<file path="src/rtl/led_pwm_ctrl_if.sv">
// Register port between the SoC and the LED driver: one write port, one read port
// with registered read data.
interface led_pwm_ctrl_if #(
  parameter int ADDR_W = 4
);
  logic              wr_en;
  logic [ADDR_W-1:0] wr_addr;
  logic [15:0]       wr_data;
  logic [ADDR_W-1:0] rd_addr;
  logic [15:0]       rd_data;

  modport master (output wr_en, wr_addr, wr_data, rd_addr, input rd_data);
  modport slave  (input wr_en, wr_addr, wr_data, rd_addr, output rd_data);
endinterface

</file>
<file path="src/rtl/led_pwm_ctrl.sv">
// N-channel LED driver: per-channel OFF/ON/PWM/BLINK with a shared prescaler,
// PWM counter and blink counter. Duty is shadowed at each PWM wrap.
module led_pwm_lane #(
  parameter int PWM_BITS   = 8,
  parameter int ACTIVE_LOW = 1
) (
  input  logic                clk,
  input  logic                resetn,
  input  logic                wr_en,
  input  logic [PWM_BITS+1:0] wr_val,
  input  logic                wrap,
  input  logic [PWM_BITS-1:0] pwm_cnt,
  input  logic                blink_ph,
  output logic [15:0]         rd_val,
  output logic                led
);
  typedef enum logic [1:0] {M_OFF = 2'd0, M_ON = 2'd1, M_PWM = 2'd2, M_BLINK = 2'd3} mode_e;
  localparam logic UNLIT = (ACTIVE_LOW != 0);

  mode_e               mode_q, mode_d;
  logic [PWM_BITS-1:0] duty_q, duty_d, shadow_q, shadow_d;
  logic                led_q, led_d, pwm_on, lit;

  always_comb begin
    mode_d   = mode_q;
    duty_d   = duty_q;
    lit      = 1'b0;
    if (wr_en) begin
      duty_d = wr_val[PWM_BITS-1:0];
      mode_d = mode_e'(wr_val[PWM_BITS+1:PWM_BITS]);
    end
    // A write landing on the wrap edge is picked up at the following wrap.
    shadow_d = wrap ? duty_q : shadow_q;
    pwm_on   = pwm_cnt < shadow_q;
    case (mode_q)
      M_OFF:   lit = 1'b0;
      M_ON:    lit = 1'b1;
      M_PWM:   lit = pwm_on;
      default: lit = pwm_on & blink_ph;
    endcase
    led_d = lit ^ UNLIT;
  end

  always_ff @(posedge clk or negedge resetn) begin
    if (!resetn) begin
      mode_q   <= M_OFF;
      duty_q   <= '0;
      shadow_q <= '0;
      led_q    <= UNLIT;
    end else begin
      mode_q   <= mode_d;
      duty_q   <= duty_d;
      shadow_q <= shadow_d;
      led_q    <= led_d;
    end
  end

  assign rd_val = 16'({mode_q, duty_q});
  assign led    = led_q;
endmodule

module led_pwm_ctrl #(
  parameter int          NUM_LEDS     = 3,
  parameter int          PWM_BITS     = 8,
  parameter int          BLINK_BITS   = 4,
  parameter logic [15:0] PRESCALE_RST = 16'd0,
  parameter int          ACTIVE_LOW   = 1,
  parameter int          ADDR_W       = 4
) (
  input  logic                clk,
  input  logic                resetn,
  led_pwm_ctrl_if.slave       bus,
  output logic                period_o,
  output logic [NUM_LEDS-1:0] led_o
);
  logic [15:0]                psc_q, psc_d, psc_cnt_q, psc_cnt_d, rd_q, rd_d;
  logic [PWM_BITS-1:0]        pwm_q, pwm_d;
  logic [BLINK_BITS-1:0]      blink_q, blink_d;
  logic                       period_q, period_d, tick, wrap;
  logic [NUM_LEDS-1:0][15:0]  lane_rd;

  always_comb begin
    tick  = (psc_cnt_q == '0);
    wrap  = tick && (pwm_q == '1);
    psc_d = psc_q;
    if (bus.wr_en && bus.wr_addr == ADDR_W'(NUM_LEDS)) psc_d = bus.wr_data;
    // Reload from the register only when the count expires, so a new
    // prescale never truncates or stretches the interval in progress.
    psc_cnt_d = tick ? psc_q : psc_cnt_q - 16'd1;
    pwm_d     = tick ? pwm_q + PWM_BITS'(1) : pwm_q;
    blink_d   = wrap ? blink_q + BLINK_BITS'(1) : blink_q;
    period_d  = wrap;
    rd_d      = '0;
    for (int i = 0; i < NUM_LEDS; i++)
      if (bus.rd_addr == ADDR_W'(i)) rd_d = lane_rd[i];
    if (bus.rd_addr == ADDR_W'(NUM_LEDS)) rd_d = psc_q;
  end

  always_ff @(posedge clk or negedge resetn) begin
    if (!resetn) begin
      psc_q     <= PRESCALE_RST;
      psc_cnt_q <= '0;
      pwm_q     <= '0;
      blink_q   <= '0;
      period_q  <= 1'b0;
      rd_q      <= '0;
    end else begin
      psc_q     <= psc_d;
      psc_cnt_q <= psc_cnt_d;
      pwm_q     <= pwm_d;
      blink_q   <= blink_d;
      period_q  <= period_d;
      rd_q      <= rd_d;
    end
  end

  for (genvar g = 0; g < NUM_LEDS; g++) begin : g_lane
    led_pwm_lane #(.PWM_BITS(PWM_BITS), .ACTIVE_LOW(ACTIVE_LOW)) u_lane (
      .clk      (clk),
      .resetn   (resetn),
      .wr_en    (bus.wr_en && bus.wr_addr == ADDR_W'(g)),
      .wr_val   (bus.wr_data[PWM_BITS+1:0]),
      .wrap     (wrap),
      .pwm_cnt  (pwm_q),
      .blink_ph (blink_q[BLINK_BITS-1]),
      .rd_val   (lane_rd[g]),
      .led      (led_o[g])
    );
  end

  assign bus.rd_data = rd_q;
  assign period_o    = period_q;
endmodule
</file>
<file path="src/flat_wrapper.sv">
// flat-port wrapper written by rule: the top's interface ports become plain ports
module led_pwm_ctrl_flat 
#(
  parameter int          NUM_LEDS     = 3,
  parameter int          PWM_BITS     = 8,
  parameter int          BLINK_BITS   = 4,
  parameter logic [15:0] PRESCALE_RST = 16'd0,
  parameter int          ACTIVE_LOW   = 1,
  parameter int          ADDR_W       = 4
)
  (clk, resetn, period_o, led_o, bus_wr_en, bus_wr_addr, bus_wr_data, bus_rd_addr, bus_rd_data);
  led_pwm_ctrl_if #(.ADDR_W(ADDR_W)) bus_i ();
  input  logic clk;
  input  logic resetn;
  output logic period_o;
  output logic [NUM_LEDS-1:0] led_o;
  input wire logic [$bits(bus_i.wr_en)-1:0] bus_wr_en;
  input wire logic [$bits(bus_i.wr_addr)-1:0] bus_wr_addr;
  input wire logic [$bits(bus_i.wr_data)-1:0] bus_wr_data;
  input wire logic [$bits(bus_i.rd_addr)-1:0] bus_rd_addr;
  output wire logic [$bits(bus_i.rd_data)-1:0] bus_rd_data;
  assign bus_i.wr_en = bus_wr_en;
  assign bus_i.wr_addr = bus_wr_addr;
  assign bus_i.wr_data = bus_wr_data;
  assign bus_i.rd_addr = bus_rd_addr;
  assign bus_rd_data = bus_i.rd_data;
  led_pwm_ctrl #(.NUM_LEDS(NUM_LEDS), .PWM_BITS(PWM_BITS), .BLINK_BITS(BLINK_BITS), .PRESCALE_RST(PRESCALE_RST), .ACTIVE_LOW(ACTIVE_LOW), .ADDR_W(ADDR_W)) u_core (.clk(clk), .resetn(resetn), .bus(bus_i), .period_o(period_o), .led_o(led_o));
endmodule
</file>
<file path="config.mk">
export PLATFORM = sky130hd
export DESIGN_NAME = led_pwm_ctrl_flat
export DESIGN_NICKNAME = d
export VERILOG_FILES = /design/src/rtl/led_pwm_ctrl_if.sv /design/src/rtl/led_pwm_ctrl.sv /design/src/flat_wrapper.sv
export SDC_FILE = /design/constraint.sdc
export NUM_CORES = 1
export LEC_CHECK = 0
export ABC_AREA = 1
export ABC_CLOCK_PERIOD_IN_PS = 2500
export CORE_UTILIZATION = 30
export CTS_BUF_LIST = sky130_fd_sc_hd__clkbuf_4
export DETAILED_ROUTE_END_ITERATION = 10
export PLACE_DENSITY_LB_ADDON = 0.3
export SYNTH_ARGS = -nofsm -noshare
export SYNTH_HDL_FRONTEND = slang
export SYNTH_HIERARCHICAL = 1
export SYNTH_SLANG_ARGS = --single-unit
</file>
<file path="constraint.sdc">
create_clock -name clk -period 2.5 [get_ports clk]
set_input_delay 0.5 -clock clk [delete_from_list [all_inputs] [get_ports clk]]
set_output_delay 0.5 -clock clk [all_outputs]
set_load 0.02 [all_outputs]
</file>
==> results of run 1 <==
routing by layer:
metal	vias up	global-route usage, %	routed length, microns
li1	2339	-	-
met5	-	0	0
met3	13	3.21	551
met2	66	23.9	6980
met1	2198	20.3	7130
met4	0	4.42	116
Yosys cell counts, drive strengths merged:
| cell type | n |
|---|---|
| nand4 | 19 |
| nor2 | 55 |
| nor3 | 4 |
| dfrtp | 115 |
| nand2 | 209 |
| mux2 | 21 |
| conb | 3 |
| xor2 | 6 |
| buf | 32 |
| o21ai | 54 |
| dfstp | 3 |
| nand3b | 4 |
| o211ai | 3 |
| ha | 25 |
| inv | 77 |
| clkbuf | 5 |
| a21oi | 13 |
| xnor2 | 6 |
| nand3 | 51 |
path summary, 6_finish.rpt:
| check | end | slack (ns) | depth (start not counted) |
|---|---|---|---|
| worst min register to register | u_core/bus.rd_data[8] | 0.51 | 2 |
| worst min-delay path | u_core/pwm_q[4] | 0.49 | 2 |
| worst max register to register | u_core/g_lane[0].u_lane/shadow_q[5] | 0.51 | 9 |
| max in group asynchronous | u_core/g_lane[2].u_lane/led | 1.28 | 3 |
| worst max-delay path | led_o[2] | 0.35 | 1 |
| min in group clk | u_core/bus.rd_data[8] | 0.51 | 2 |
sequential cells by signal, summed over array words and instances (netlist names):
register	flops
u_core/g_lane.u_lane/shadow_q	24
u_core/psc_q	16
u_core/g_lane.u_lane/led	3
u_core/g_lane.u_lane/mode_q	6
u_core/psc_cnt_q	16
u_core/g_lane.u_lane/duty_q	24
u_core/pwm_q	8
u_core/period_o	1
u_core/bus.rd_data	16
u_core/blink_q	4
area by class of cell:
class,count,area share [%]
inverter,77,4.16
multi-input combinational,488,38.1
clock buffer,23,2.44
sequential,118,41.8
clock inverter,8,0.496
timing repair buffer,59,8.25
tap,265,4.69
power by group through the flow:
stage / Clock (uW) / Combinational, uW / Sequential (uW)
finish: 1110 / 1200 / 2640
global placement: 0 / 1190 / 2680
CTS: 1150 / 1220 / 2640
global route: 1230 / 1390 / 2690
floorplan: 0 / 862 / 2580
detailed placement: 0 / 1220 / 2680
cells by family (layout without fill, tap and decap cells):
logic type	Yosys count	in the layout	share of synthesized area (%)
AND/OR/NAND/NOR	342	342	25.3
XOR/XNOR	12	12	1.71
other	3	18	0.183
AO/OA/AOI/OAI	70	70	5.82
multiplexers	21	21	4.58
flip-flops	118	118	48.1
adder cells (fa/ha/maj)	25	25	5.09
buffers and inverters	114	167	9.24
per-stage QoR:
| stage | cell area (sq um) | utilization (%) | instances | power [uW] | hold slack [ns] |
|---|---|---|---|---|---|
| detailed placement | 6850 | 34.6 | 1006 | 3900 | 0.476 |
| global placement | 6850 | 34.6 | 1006 | 3880 | 0.468 |
| CTS | 7070 | 35.7 | 1038 | 5020 | 0.477 |
| floorplan | 6200 | - | 720 | 3440 | 0.204 |
| finish | 7070 | 35.7 | 1038 | 4950 | 0.489 |
| global route | 7070 | 35.7 | 1038 | 5310 | 0.497 |
==> impl_results.md, run 1 <==
* Outcome: finished, final reports clean
* Switching Fraction at roughly a third
* Worst path top cell family by delay: buffers and inverters
* Final HPWL from detailed placement at between 10000 and 15000 microns
* Row count at just over 50
* Worst r2r src: u_core/psc_cnt_q[0]
* Clock Tree Root: clkbuf_4
* Nets at 813
* Crit path buf inv count at 1
* Ys Warns at 6
* Most frequent cells in the layout: nand2_1 (203), dfrtp_1 (115), inv_1 (75)
* H-tree depth at 4
* Synth area leaders: dfrtp_1 (47%), nand2_1 (12%), ha_1 (5.1%)
* Slew Viols, Final at 0
* Fill cells at approximately 2100
* Via count at roughly 4600
* Post-DRT Antenna Nets at 0
* RSZ-0062 raised after global routing: false
* Worst EP required at approximately 2 ns
* Post-Syn Instances at approximately 710
* Initial antenna violation count at 0
* NetSw at between 1500 and 2000 uW
* Final worst path period share at 85.9%
* Slew @ Worst Pin at ~0.80 ns
* CTS tree: built
* FMAX at about 470 MHz
* Worst Setup Start Kind: register
* Crit. End Element: primary output
* Cell taking the most area after synthesis: dfrtp_1
* VDD IR-drop max at 0.346 mV
* Area Overhead vs Synth at 15.0%
* GRT Total Usage at 15.0%
* Clk network pwr share at about 22%
* Part of the Yosys area used for sequential elements at 48.1%
* Most common cell after layout, fill and taps aside: nand2_1
* # DRC at 0
* Die Y at 145 microns
* Die span in x at approximately 150 microns
* Hold Fails Final Rpt at 0
* Die ar. at ~0.021 sq mm
* GR Overflow Total at 0
* LEAKAGE at ~0.0034 uW
* First-pass GRT wire length at roughly 24000 microns
* Vias in the first global route at ~4500
* Final setup TNS at 0 ns
* Rel. slew slack at 46.6%
* Tmin final at 2.15 ns
* Logic gate share of total power at 24.3%
* Arr. time, crit path at 1.65 ns
* Avg Cell Area, Syn at 8.72 sq um
* Slowest cell on crit path: clkdlybuf4s50_1
* Crit Path Category: register to primary output
* Final wirelength at approximately 15000 microns
* Num CTS Buffers at 17
* Clk_skew at around 0.0095 ns
* CORE AREA at 0.0198 sq mm
* Avg WL per Cell at around 14 microns
* Starting density of the core at 31.1%
* Cell chain of the critical path: clkdlybuf4s50_1
* CP max stage delay at slightly above 0.6 ns
* Sequential Power Share at 53.4%
* Clock buffer depth at 2
* DR vias/cell at roughly 4.4
* Endpoints failing setup at 0
* I/O pin cnt at 47
* CTS Sinks at 118
* Crit path from: u_core/g_lane[2].u_lane/led
* Yosys cell types at 34
* Port-buffer cells at 46
* Storage cell area at 0.00296 sq mm
* GPL Wtd Cong at 0.788
* Post-place setup slack at ~0.30 ns
* CTS resizes at 0
* Initial DRC Count at 254
* Synth Register Bits at 118
* Hold-fix buffers, CTS at 1
* CP Max Fanout at 1
* First-pass DRT Iterations at 4
* Multi-input gate area at 0.00269 sq mm
* N_diodes at 0
* Setup Fix Bufs, Post-CTS at 0
* Power per cell area at 700 mW/mm^2
* Top cell type's share of synthesized area at a little under half
* Layout cells sized above 1 at approximately an eighth
* Cell area after synthesis at slightly above 0.006 sq mm
* Post-route setup slack at around 0.35 ns
* Clk Latency, worst-skew pair at between 0.5 and 0.6 ns
* Largest net degree at the start of global routing at a little under 60
* Worst hold path class: input pin to async pin
* Max Cap Violations at 0
* Reg clk slew, reported paths at approximately 0.10 ns
* Internal at roughly 3200 uW
Note: power is estimated with default switching activity, not from simulation.
==> run 2: changes to the inputs <==
- ABC_CLOCK_PERIOD_IN_PS: 2500 -> unset
==> results of run 2 <==
Same layout as run 1: the final DEF is identical, and so are final timing and power.
